===== config.mk =====
export PLATFORM = sky130hd
export DESIGN_NAME = tdc_interval_gen_flat
export DESIGN_NICKNAME = d
export VERILOG_FILES = /design/src/rtl/tdc_interval_gen_if.sv /design/src/rtl/tdc_interval_gen.sv /design/src/flat_wrapper.sv
export SDC_FILE = /design/constraint.sdc
export NUM_CORES = 1
export LEC_CHECK = 0
export ABC_AREA = 1
export BUFFER_PORTS_ARGS = -buffer_cell sky130_fd_sc_hd__clkbuf_2
export CELL_PAD_IN_SITES_DETAIL_PLACEMENT = 0
export CELL_PAD_IN_SITES_GLOBAL_PLACEMENT = 1
export CORE_ASPECT_RATIO = 2
export CORE_MARGIN = 2
export CORE_UTILIZATION = 46
export CTS_BUF_LIST = sky130_fd_sc_hd__clkbuf_2
export CTS_CLUSTER_SIZE = 8
export DETAILED_ROUTE_END_ITERATION = 8
export PLACE_DENSITY = 0.95
export SETUP_SLACK_MARGIN = 0.1
export SYNTH_ARGS = -nofsm -noshare
export SYNTH_HDL_FRONTEND = slang
export SYNTH_SLANG_ARGS = --single-unit

===== constraint.sdc =====
create_clock -name clk -period 6.47 [get_ports clk]
set_input_delay 1.294 -clock clk [delete_from_list [all_inputs] [get_ports clk]]
set_output_delay 1.294 -clock clk [all_outputs]
set_load 0.02 [all_outputs]

===== src/rtl/tdc_interval_gen_if.sv =====
// tdc_interval_gen_if: request and pulse bundle between a stimulus source and tdc_interval_gen.
interface tdc_interval_gen_if #(parameter int size_of_TDC = 9);
    logic                   enable;
    logic                   load;
    logic [size_of_TDC-1:0] interval_in;
    logic                   start_out;
    logic                   stop_out;
    logic                   busy;
    logic                   done;
    logic [size_of_TDC-1:0] interval_out;
    logic                   err_zero;
    logic                   overrun;
    modport master (
        output enable, load, interval_in,
        input  start_out, stop_out, busy, done, interval_out, err_zero, overrun
    );
    modport slave (
        input  enable, load, interval_in,
        output start_out, stop_out, busy, done, interval_out, err_zero, overrun
    );
endinterface


===== src/rtl/tdc_interval_gen.sv =====
// tdc_interval_gen: emits START then STOP exactly interval cycles apart for driving TDC inputs.
// Optional macro TDC_GEN_PRBS_EN takes intervals from a 9-bit LFSR instead of interval_in.
module tdc_interval_gen #(
    parameter int size_of_TDC = 9,
    parameter int pulse_width = 2,
    parameter int min_gap     = 4
) (
    input logic              clk,
    input logic              reset,
    tdc_interval_gen_if.slave bus
);
    localparam int CW = size_of_TDC + 1;
    typedef enum logic [1:0] {IDLE, RUN, GAP, DONE} state_t;
    state_t                 state, state_n;
    logic [CW-1:0]          cnt, cnt_n, last;
    logic [size_of_TDC-1:0] interval_q, interval_n, req;
    logic                   start_q, stop_q, err_q, ovr_q;
    logic                   start_n, stop_n, err_n, ovr_n, accept;
`ifdef TDC_GEN_PRBS_EN
    logic [8:0] lfsr;
    assign req = size_of_TDC'(lfsr);
    always_ff @(posedge clk)
        if (reset) lfsr <= 9'h1FF;
        else if (accept) lfsr <= {lfsr[7:0], lfsr[8] ^ lfsr[4]};
`else
    assign req = bus.interval_in;
`endif
    assign accept = state == IDLE && bus.load && bus.enable && req != '0;
    assign last   = {1'b0, interval_q} + CW'(pulse_width - 1);
    always_comb begin
        state_n    = state;
        cnt_n      = cnt + CW'(1);
        interval_n = interval_q;
        err_n      = 1'b0;
        ovr_n      = ovr_q | (bus.load && state != IDLE);
        case (state)
            IDLE: begin
                cnt_n = '0;
                err_n = bus.load && bus.enable && req == '0;
                if (accept) begin
                    state_n    = RUN;
                    interval_n = req;
                    ovr_n      = 1'b0;
                end
            end
            RUN: if (cnt == last) begin
                state_n = GAP;
                cnt_n   = '0;
            end
            GAP: state_n = cnt == CW'(min_gap - 1) ? DONE : GAP;
            default: state_n = IDLE;
        endcase
        if (!bus.enable && state != IDLE) begin
            state_n = IDLE;
            cnt_n   = '0;
        end
        // outputs are registered, so they are decoded from the next-cycle count
        start_n = state_n == RUN && cnt_n < CW'(pulse_width);
        stop_n  = state_n == RUN && cnt_n >= {1'b0, interval_n}
                  && cnt_n <= {1'b0, interval_n} + CW'(pulse_width - 1);
    end
    always_ff @(posedge clk) begin
        if (reset) begin
            state      <= IDLE;
            cnt        <= '0;
            interval_q <= '0;
            start_q    <= 1'b0;
            stop_q     <= 1'b0;
            err_q      <= 1'b0;
            ovr_q      <= 1'b0;
        end else begin
            state      <= state_n;
            cnt        <= cnt_n;
            interval_q <= interval_n;
            start_q    <= start_n;
            stop_q     <= stop_n;
            err_q      <= err_n;
            ovr_q      <= ovr_n;
        end
    end
    assign bus.start_out    = start_q;
    assign bus.stop_out     = stop_q;
    assign bus.busy         = state != IDLE;
    assign bus.done         = state == DONE;
    assign bus.interval_out = interval_q;
    assign bus.err_zero     = err_q;
    assign bus.overrun      = ovr_q;
endmodule

===== src/flat_wrapper.sv =====
// flat-port wrapper written by rule: the top's interface ports become plain ports
module tdc_interval_gen_flat 
#(
    parameter int size_of_TDC = 9,
    parameter int pulse_width = 2,
    parameter int min_gap     = 4
)
  (clk, reset, bus_enable, bus_load, bus_interval_in, bus_start_out, bus_stop_out, bus_busy, bus_done, bus_interval_out, bus_err_zero, bus_overrun);
  tdc_interval_gen_if #(.size_of_TDC(size_of_TDC)) bus_i ();
  input logic clk;
  input logic reset;
  input wire logic [$bits(bus_i.enable)-1:0] bus_enable;
  input wire logic [$bits(bus_i.load)-1:0] bus_load;
  input wire logic [$bits(bus_i.interval_in)-1:0] bus_interval_in;
  output wire logic [$bits(bus_i.start_out)-1:0] bus_start_out;
  output wire logic [$bits(bus_i.stop_out)-1:0] bus_stop_out;
  output wire logic [$bits(bus_i.busy)-1:0] bus_busy;
  output wire logic [$bits(bus_i.done)-1:0] bus_done;
  output wire logic [$bits(bus_i.interval_out)-1:0] bus_interval_out;
  output wire logic [$bits(bus_i.err_zero)-1:0] bus_err_zero;
  output wire logic [$bits(bus_i.overrun)-1:0] bus_overrun;
  assign bus_i.enable = bus_enable;
  assign bus_i.load = bus_load;
  assign bus_i.interval_in = bus_interval_in;
  assign bus_start_out = bus_i.start_out;
  assign bus_stop_out = bus_i.stop_out;
  assign bus_busy = bus_i.busy;
  assign bus_done = bus_i.done;
  assign bus_interval_out = bus_i.interval_out;
  assign bus_err_zero = bus_i.err_zero;
  assign bus_overrun = bus_i.overrun;
  tdc_interval_gen #(.size_of_TDC(size_of_TDC), .pulse_width(pulse_width), .min_gap(min_gap)) u_core (.clk(clk), .reset(reset), .bus(bus_i));
endmodule

==> reports/metrics.cfg, run 1 <==
[clock_network]
cts.repair.resized = 0
clk_latency_ns = 0.34
htree_levels = 1
cts_tree = yes
post_cts_buffers = 0
cts_hold_buf = 0
clockBufferDepth = 2
cts_made_buffers = 3
clock_sink_count = 25
clk_pin_slew_ns = 0.23
clock-root-buffer = clkbuf_2

[place]
gp_congestion = 0.902
portBuffers = 27
dpl.hpwl_um = 4680

[worst_setup_path]
cp_slowest_stage_delay_ns = 0.50
path_cells = clkbuf_2 -> nor2_1 -> nand4_1 -> nand2_4 -> nand2_1 -> o21ai_2 -> inv_1 -> ha_1 -> nand2_1 -> nor2_1 -> nand2_1 -> nor3_2 -> xor2_1 -> ha_1 -> nand2_1 -> or4_1 -> o21ai_0 -> nand2_1 -> nor2_1
cpMaxStageDelayCell = or4_1
crit_required_ns = 6.77
critPathLaunch = bus_interval_in[2]
start_kind = input pin
reg2reg_from = u_core.bus.interval_out[0]$_SDFF_PP0_
crit_buf_inv = 2
worstPathMaxFanout = 14
end_kind = flop
cpMostUsedCell = nand2_1
criticalPathCategory = in2reg
arrival_ns = 4.08
cp_top_family = simple AND/OR/NAND/NOR gates

[sta]
relSlewSlack_pct = 68.6
worst_pin_slew_ns = 0.468
rsz0062_at_grt = no
min_period_ns = 3.78
period_share_pct = 58.4
clock_skew_ns = 0.00561
final-max-slew-violation-count = 0
finalHoldViolations = 0
final.setup.tns_ns = 0
setup-violations-final = 0
fmaxAchievable_ghz = 0.265

[detailed_routing]
firstDrtPassIters = 4
post-route-drc-count = 0
ant_nets = 0
vias = 2081
drtIter0Drc = 32
via_per_inst = 5.00
routed_wl_um = 5400
routedWlPerCell_um = 13.0

[yosys]
muxShareOfSynthArea_pct = 0
syn_area_per_cell_um2 = 6.51
synth_seq_area_share_pct = 23.0
synth_xor_xnor_area_share_pct = 5.22
synth-adder-area-share_pct = 12.6
synth-seq-cells = 25
synth-compound-area-share_pct = 10.1
synthesis.area_um2 = 2180
synth_top_family_by_area = simple AND/OR/NAND/NOR gates
synthCells = 335
synth.distinct_cells = 41
yosys_warnings = 0
syn_nets = 370
yosys.area_share.simple_pct = 38.9

[pwr]
power.leakage_nw = 1.23
ir_worst_vdd_uv = 118
power_mw = 0.372
p_per_area_nw_per_um2 = 157

[final_layout]
fin_nets = 397
antenna_cells = 0
syn_to_final_growth_pct = 8.67
drive_gt1_share_pct = 18.0
layout_commonest_cell = nand2_1
final_cell_mix = 86 x nand2_1, 45 x nor2_1, 43 x inv_1

[floorplanning]
start_util_pct = 47.4
die_area_um2 = 5340
die_w_um = 52.7
placementRows = 35
io_pins = 28
fp.dieH_um = 101
core_um2 = 4600

[grt]
grt_usage_pct = 22.9
grt_max_degree = 23
grt_antenna_before_repair = 0
globalRouteOverflowTotal = 0
grt_first_pass_wirelength_um = 9170
first_global_vias = 2092

[min_path]
min_from = u_core.bus.overrun$_SDFF_PP0_
hold_path.class = reg2reg

[flow_run]
maxCapViolations = 0

[status]
status = finished, final reports clean

## kinds of logic (layout without fill, tap and decap cells)
family | count (synthesis) | in the layout
adders and majority gates | 22 | 22
xor gates and xnor gates | 13 | 13
DFF | 25 | 25
buffers and inverters | 55 | 81
AOI/OAI and AO/OA | 35 | 35
and+or+nand+nor | 185 | 185
## final cells by class
type / instances / area (um2)
Sequential cell: 25 / 500
Timing Repair Buffer: 27 / 135
Fill cell: 510 / 2230
Inverter: 50 / 188
Tap cell: 55 / 68.8
Clock buffer: 4 / 20.0
Multi-Input combinational cell: 255 / 1460
## final timing paths
check | end | slack (ns) | depth (start not counted)
min | u_core.bus.overrun$_SDFF_PP0_ | 0.61 | 2
min reg2reg | u_core.bus.overrun$_SDFF_PP0_ | 0.61 | 2
max reg2reg | u_core.bus.stop_out$_SDFF_PP0_ | 3.10 | 25
max | u_core.bus.stop_out$_SDFF_PP0_ | 2.69 | 19
## registers in the layout (all words and copies together) (netlist names)
signal / flops
u_core.bus.overrun: 1
u_core.bus.stop_out: 1
u_core.state: 2
u_core.bus.interval_out: 9
u_core.cnt: 10
u_core.bus.start_out: 1
u_core.bus.err_zero: 1
## layer usage
layer,part of all wire (%),vias to the layer above,wire length [um],global-route usage [%]
met1,38,917,2040,22.9
met5,0,-,0,0
met4,3.6,0,195,10.3
met2,57,34,3080,45.7
li1,-,1116,-,-
met3,1.4,14,77,0.737
## worst reg2reg max path: stages (launching register included)
cell     delay (ns)
dfxtp_1        0.47
ha_1           0.20
nand2_1        0.14
nand3_1        0.13
nand2_1        0.06
nor2_1         0.12
nand3_1        0.10
nor2_1         0.17
nand3_2        0.13
nand2_2        0.09
nand2_2        0.14
nand2_1        0.12
inv_2          0.05
nand2_1        0.07
inv_1          0.06
ha_1           0.32
inv_1          0.05
nor2_1         0.08
nor2_1         0.05
o21a_1         0.16
o21ai_0        0.19
nand3_1        0.09
a21oi_1        0.13
o21ai_0        0.08
nand2_1        0.07
nor2_1         0.04
## synthesized netlist by cell type, drive strengths merged
master / number / share of area, %
ha: 22 / 13
and3: 1 / 0.29
inv: 50 / 8.6
or4: 1 / 0.34
dfxtp: 25 / 23
nor2: 53 / 11
o21a: 1 / 0.34
or2: 2 / 0.57
nand3b: 2 / 0.69
o221ai: 1 / 0.40
nor3: 5 / 1.4
nor4: 3 / 0.86
o21ai: 14 / 3.7
nand3: 17 / 4.6
o41ai: 1 / 0.40
and2: 1 / 0.29
buf: 3 / 1.3
a31oi: 1 / 0.29
xnor2: 4 / 1.6
a21oi: 13 / 3.2
a21o: 1 / 0.34
o211ai: 1 / 0.57
nand4: 4 / 1.1
o21bai: 2 / 0.86
nor3b: 1 / 0.34
clkbuf: 2 / 0.34
xor2: 9 / 3.6
nand2: 95 / 18
## through the flow
stage	hold slack (ns)	std cells	utilization (%)	instance area [um2]	setup slack (ns)
after floorplan	0.555	335	-	2180	2.63
after global placement	0.589	412	51.1	2350	2.36
after detailed placement	0.590	412	51.1	2350	2.28
after CTS	0.615	416	51.5	2370	2.65
after global routing	0.637	416	51.5	2370	2.31
final	0.611	416	51.5	2370	2.69
## power by group
group / switching (mW) / internal [mW] / total [mW]
sequential: 0.00971 / 0.162 / 0.172
clock: 0.0455 / 0.0163 / 0.0618
combinational: 0.0896 / 0.0481 / 0.138
Power figures use the tool's default switching activity.
==> inputs of run 2 (changes only) <==
--- a/config.mk
+++ b/config.mk
@@ -11,11 +11,11 @@
 export CELL_PAD_IN_SITES_GLOBAL_PLACEMENT = 1
 export CORE_ASPECT_RATIO = 2
 export CORE_MARGIN = 2
-export CORE_UTILIZATION = 46
+export CORE_UTILIZATION = 38
 export CTS_BUF_LIST = sky130_fd_sc_hd__clkbuf_2
 export CTS_CLUSTER_SIZE = 8
 export DETAILED_ROUTE_END_ITERATION = 8
-export PLACE_DENSITY = 0.95
+export PLACE_DENSITY = 0.86
 export SETUP_SLACK_MARGIN = 0.1
 export SYNTH_ARGS = -nofsm -noshare
 export SYNTH_HDL_FRONTEND = slang
==> constraint.sdc (replaced) <==
create_clock -name clk -period 3.3 [get_ports clk]
set_input_delay 0.66 -clock clk [delete_from_list [all_inputs] [get_ports clk]]
set_output_delay 0.66 -clock clk [all_outputs]
set_load 0.02 [all_outputs]
==> reports/metrics.cfg, run 2 (synthesis gave the netlist of run 1 again) <==
[floorplanning]
start_util_pct = 38.8  ; -8.6 points
fp.dieH_um = 111  ; +9.6%
core_um2 = 5610  ; +22%
die_w_um = 57.6  ; +9.3%
die_area_um2 = 6390  ; +20%
placementRows = 39  ; +11%
io_pins = 28  ; unchanged

[final_layout]
nFillCells = 583  ; +14%
top_register = u_core.cnt
final_area_um2 = 2580  ; +8.8%
largest_reg_flops = 10  ; unchanged
layout_commonest_cell = nand2_1
syn_to_final_growth_pct = 18.3
final_cell_mix = 83 x nand2_1, 43 x nor2_1, 42 x inv_1
fin_nets = 411  ; +3.5%
antenna_cells = 0  ; unchanged
drive_gt1_share_pct = 26.4  ; +8.4 points
fin_cells = 436  ; +4.8%

[detailed_routing]
firstDrtPassIters = 4  ; unchanged
post-route-drc-count = 0  ; unchanged
routed_wl_um = 5850  ; +8.4%
via_per_inst = 5.02  ; +0.32%
vias = 2188  ; +5.1%
routedWlPerCell_um = 13.4  ; +3.4%
ant_nets = 0  ; unchanged
drtIter0Drc = 81  ; +150%

[clock_network]
clockBufferDepth = 2  ; unchanged
cts_tree = yes
clk_latency_ns = 0.38  ; +0.04 ns
cts_made_buffers = 3  ; unchanged
clock_sink_count = 25  ; unchanged
clock-root-buffer = clkbuf_2
htree_levels = 1  ; unchanged
clk_pin_slew_ns = 0.28  ; +0.05 ns

[worst_setup_path]
start_kind = flop
path_cells = nand2_2 -> nor2_2 -> nand3_4 -> nand3_2 -> nand3_1 -> nor2_2 -> nand3_2 -> nand2_2 -> nand2_2 -> buf_4 -> nand2_2 -> inv_1 -> ha_1 -> nand2_1 -> or4_1 -> o21ai_0 -> nand2_1 -> nor2_1
cpMostUsedCell = nand2_2
cpMaxStageDelayCell = or4_1
worstPathMaxFanout = 10  ; -4
criticalPathCategory = reg2reg
arrival_ns = 3.34  ; -0.74 ns
end_kind = flop
crit_required_ns = 3.65  ; -3.12 ns
cp_slowest_stage_delay_ns = 0.53  ; +0.03 ns

[sta]
rsz0062_at_grt = no
fmaxAchievable_ghz = 0.334
setup_ws_ns = 0.306  ; -2.38 ns
final-max-slew-violation-count = 0  ; unchanged
worst_pin_slew_ns = 0.439  ; -0.0297 ns
holdWs_ns = 0.516  ; -0.0952 ns
relSlewSlack_pct = 70.8  ; +2.2 points
min_period_ns = 2.99
clock_skew_ns = 0.0110  ; +0.00544 ns
finalHoldViolations = 0  ; unchanged
period_share_pct = 90.7
setup-violations-final = 0  ; unchanged

[place]
placedCellCount = 430  ; +4.4%
gp_congestion = 0.935  ; +3.6%
place_area_um2 = 2450  ; +4.3%
place_ws_ns = -0.0501  ; -2.33 ns
portBuffers = 27  ; unchanged
dpl.hpwl_um = 4910  ; +5.0%

[grt]
grt_max_degree = 23  ; unchanged
grt_usage_pct = 19.0  ; -3.9 points
first_global_vias = 2069  ; -1.1%
grt_antenna_before_repair = 0  ; unchanged
globalRouteOverflowTotal = 0  ; unchanged
grt_first_pass_wirelength_um = 9670  ; +5.5%

[flow_run]
maxCapViolations = 0  ; unchanged

[pwr]
p_per_area_nw_per_um2 = 305  ; +95%
ir_worst_vdd_uv = 237  ; +100%
power_mw = 0.787  ; +110%
power.leakage_nw = 1.32  ; +6.9%

[status]
status = finished, final reports clean

[min_path]
hold_path.class = in2reg

-- run 2: per-stage QoR --
stage | setup TNS [ns] | utilization [%]
floorplan | 0 | -
global placement | 0 | 43.6
detailed placement | -0.0501 | 43.6
CTS | 0 | 44.1
global route | 0 | 45.9
finish | 0 | 45.9
-- run 2: cell type report --
type | count | area [um2] | share of cell area (%)
Clock buffer | 3 | 15.0 | 0.583
Sequential cell | 25 | 514 | 20.0
Inverter | 50 | 188 | 7.28
Clock inverter | 1 | 8.76 | 0.340
Multi-Input combinational cell | 255 | 1540 | 59.6
Tap cell | 61 | 76.3 | 2.96
Timing Repair Buffer | 41 | 240 | 9.32
-- run 2: worst max-delay path, delay by kind of cell, from the launching register on --
family / cells / cell delay (ns)
adder cells (fa/ha/maj): 1 / 0.30
flip-flops: 1 / 0.51
AO/OA/AOI/OAI: 1 / 0.09
buffers and inverters: 2 / 0.22
AND/OR/NAND/NOR: 14 / 1.82
-- run 2: routing by layer --
metal	up-vias	routed length, um	global-route usage, %
li1	1145	-	-
met1	967	2550	24.7
met2	66	2890	32.2
met3	10	291	1.87
met4	0	123	5.58
met5	-	0	0
-- run 2: final timing paths --
kind / start / slack [ns] / end / depth (start not counted)
max: u_core.bus.interval_out[3]$_SDFF_PP0_ / 0.31 / u_core.bus.stop_out$_SDFF_PP0_ / 18
min: bus_load / 0.52 / u_core.bus.err_zero$_SDFF_PP0_ / 3
max reg2reg: u_core.bus.interval_out[3]$_SDFF_PP0_ / 0.31 / u_core.bus.stop_out$_SDFF_PP0_ / 18
min reg2reg: u_core.bus.overrun$_SDFF_PP0_ / 0.55 / u_core.bus.overrun$_SDFF_PP0_ / 2
-- run 2: timing repair --
action,4_1_cts,5_1_grt
pin swaps,0,2
hold buffers,0,0
buffers inserted,0,2
endpoints found under the setup margin,1,1
gates resized for setup,1,25
cloned,0,0
-- run 2: power breakdown --
group	leakage [nW]	switching, mW	internal (mW)
clock network	0.0170	0.108	0.0318
registers	0.207	0.0212	0.319
logic	1.09	0.186	0.121
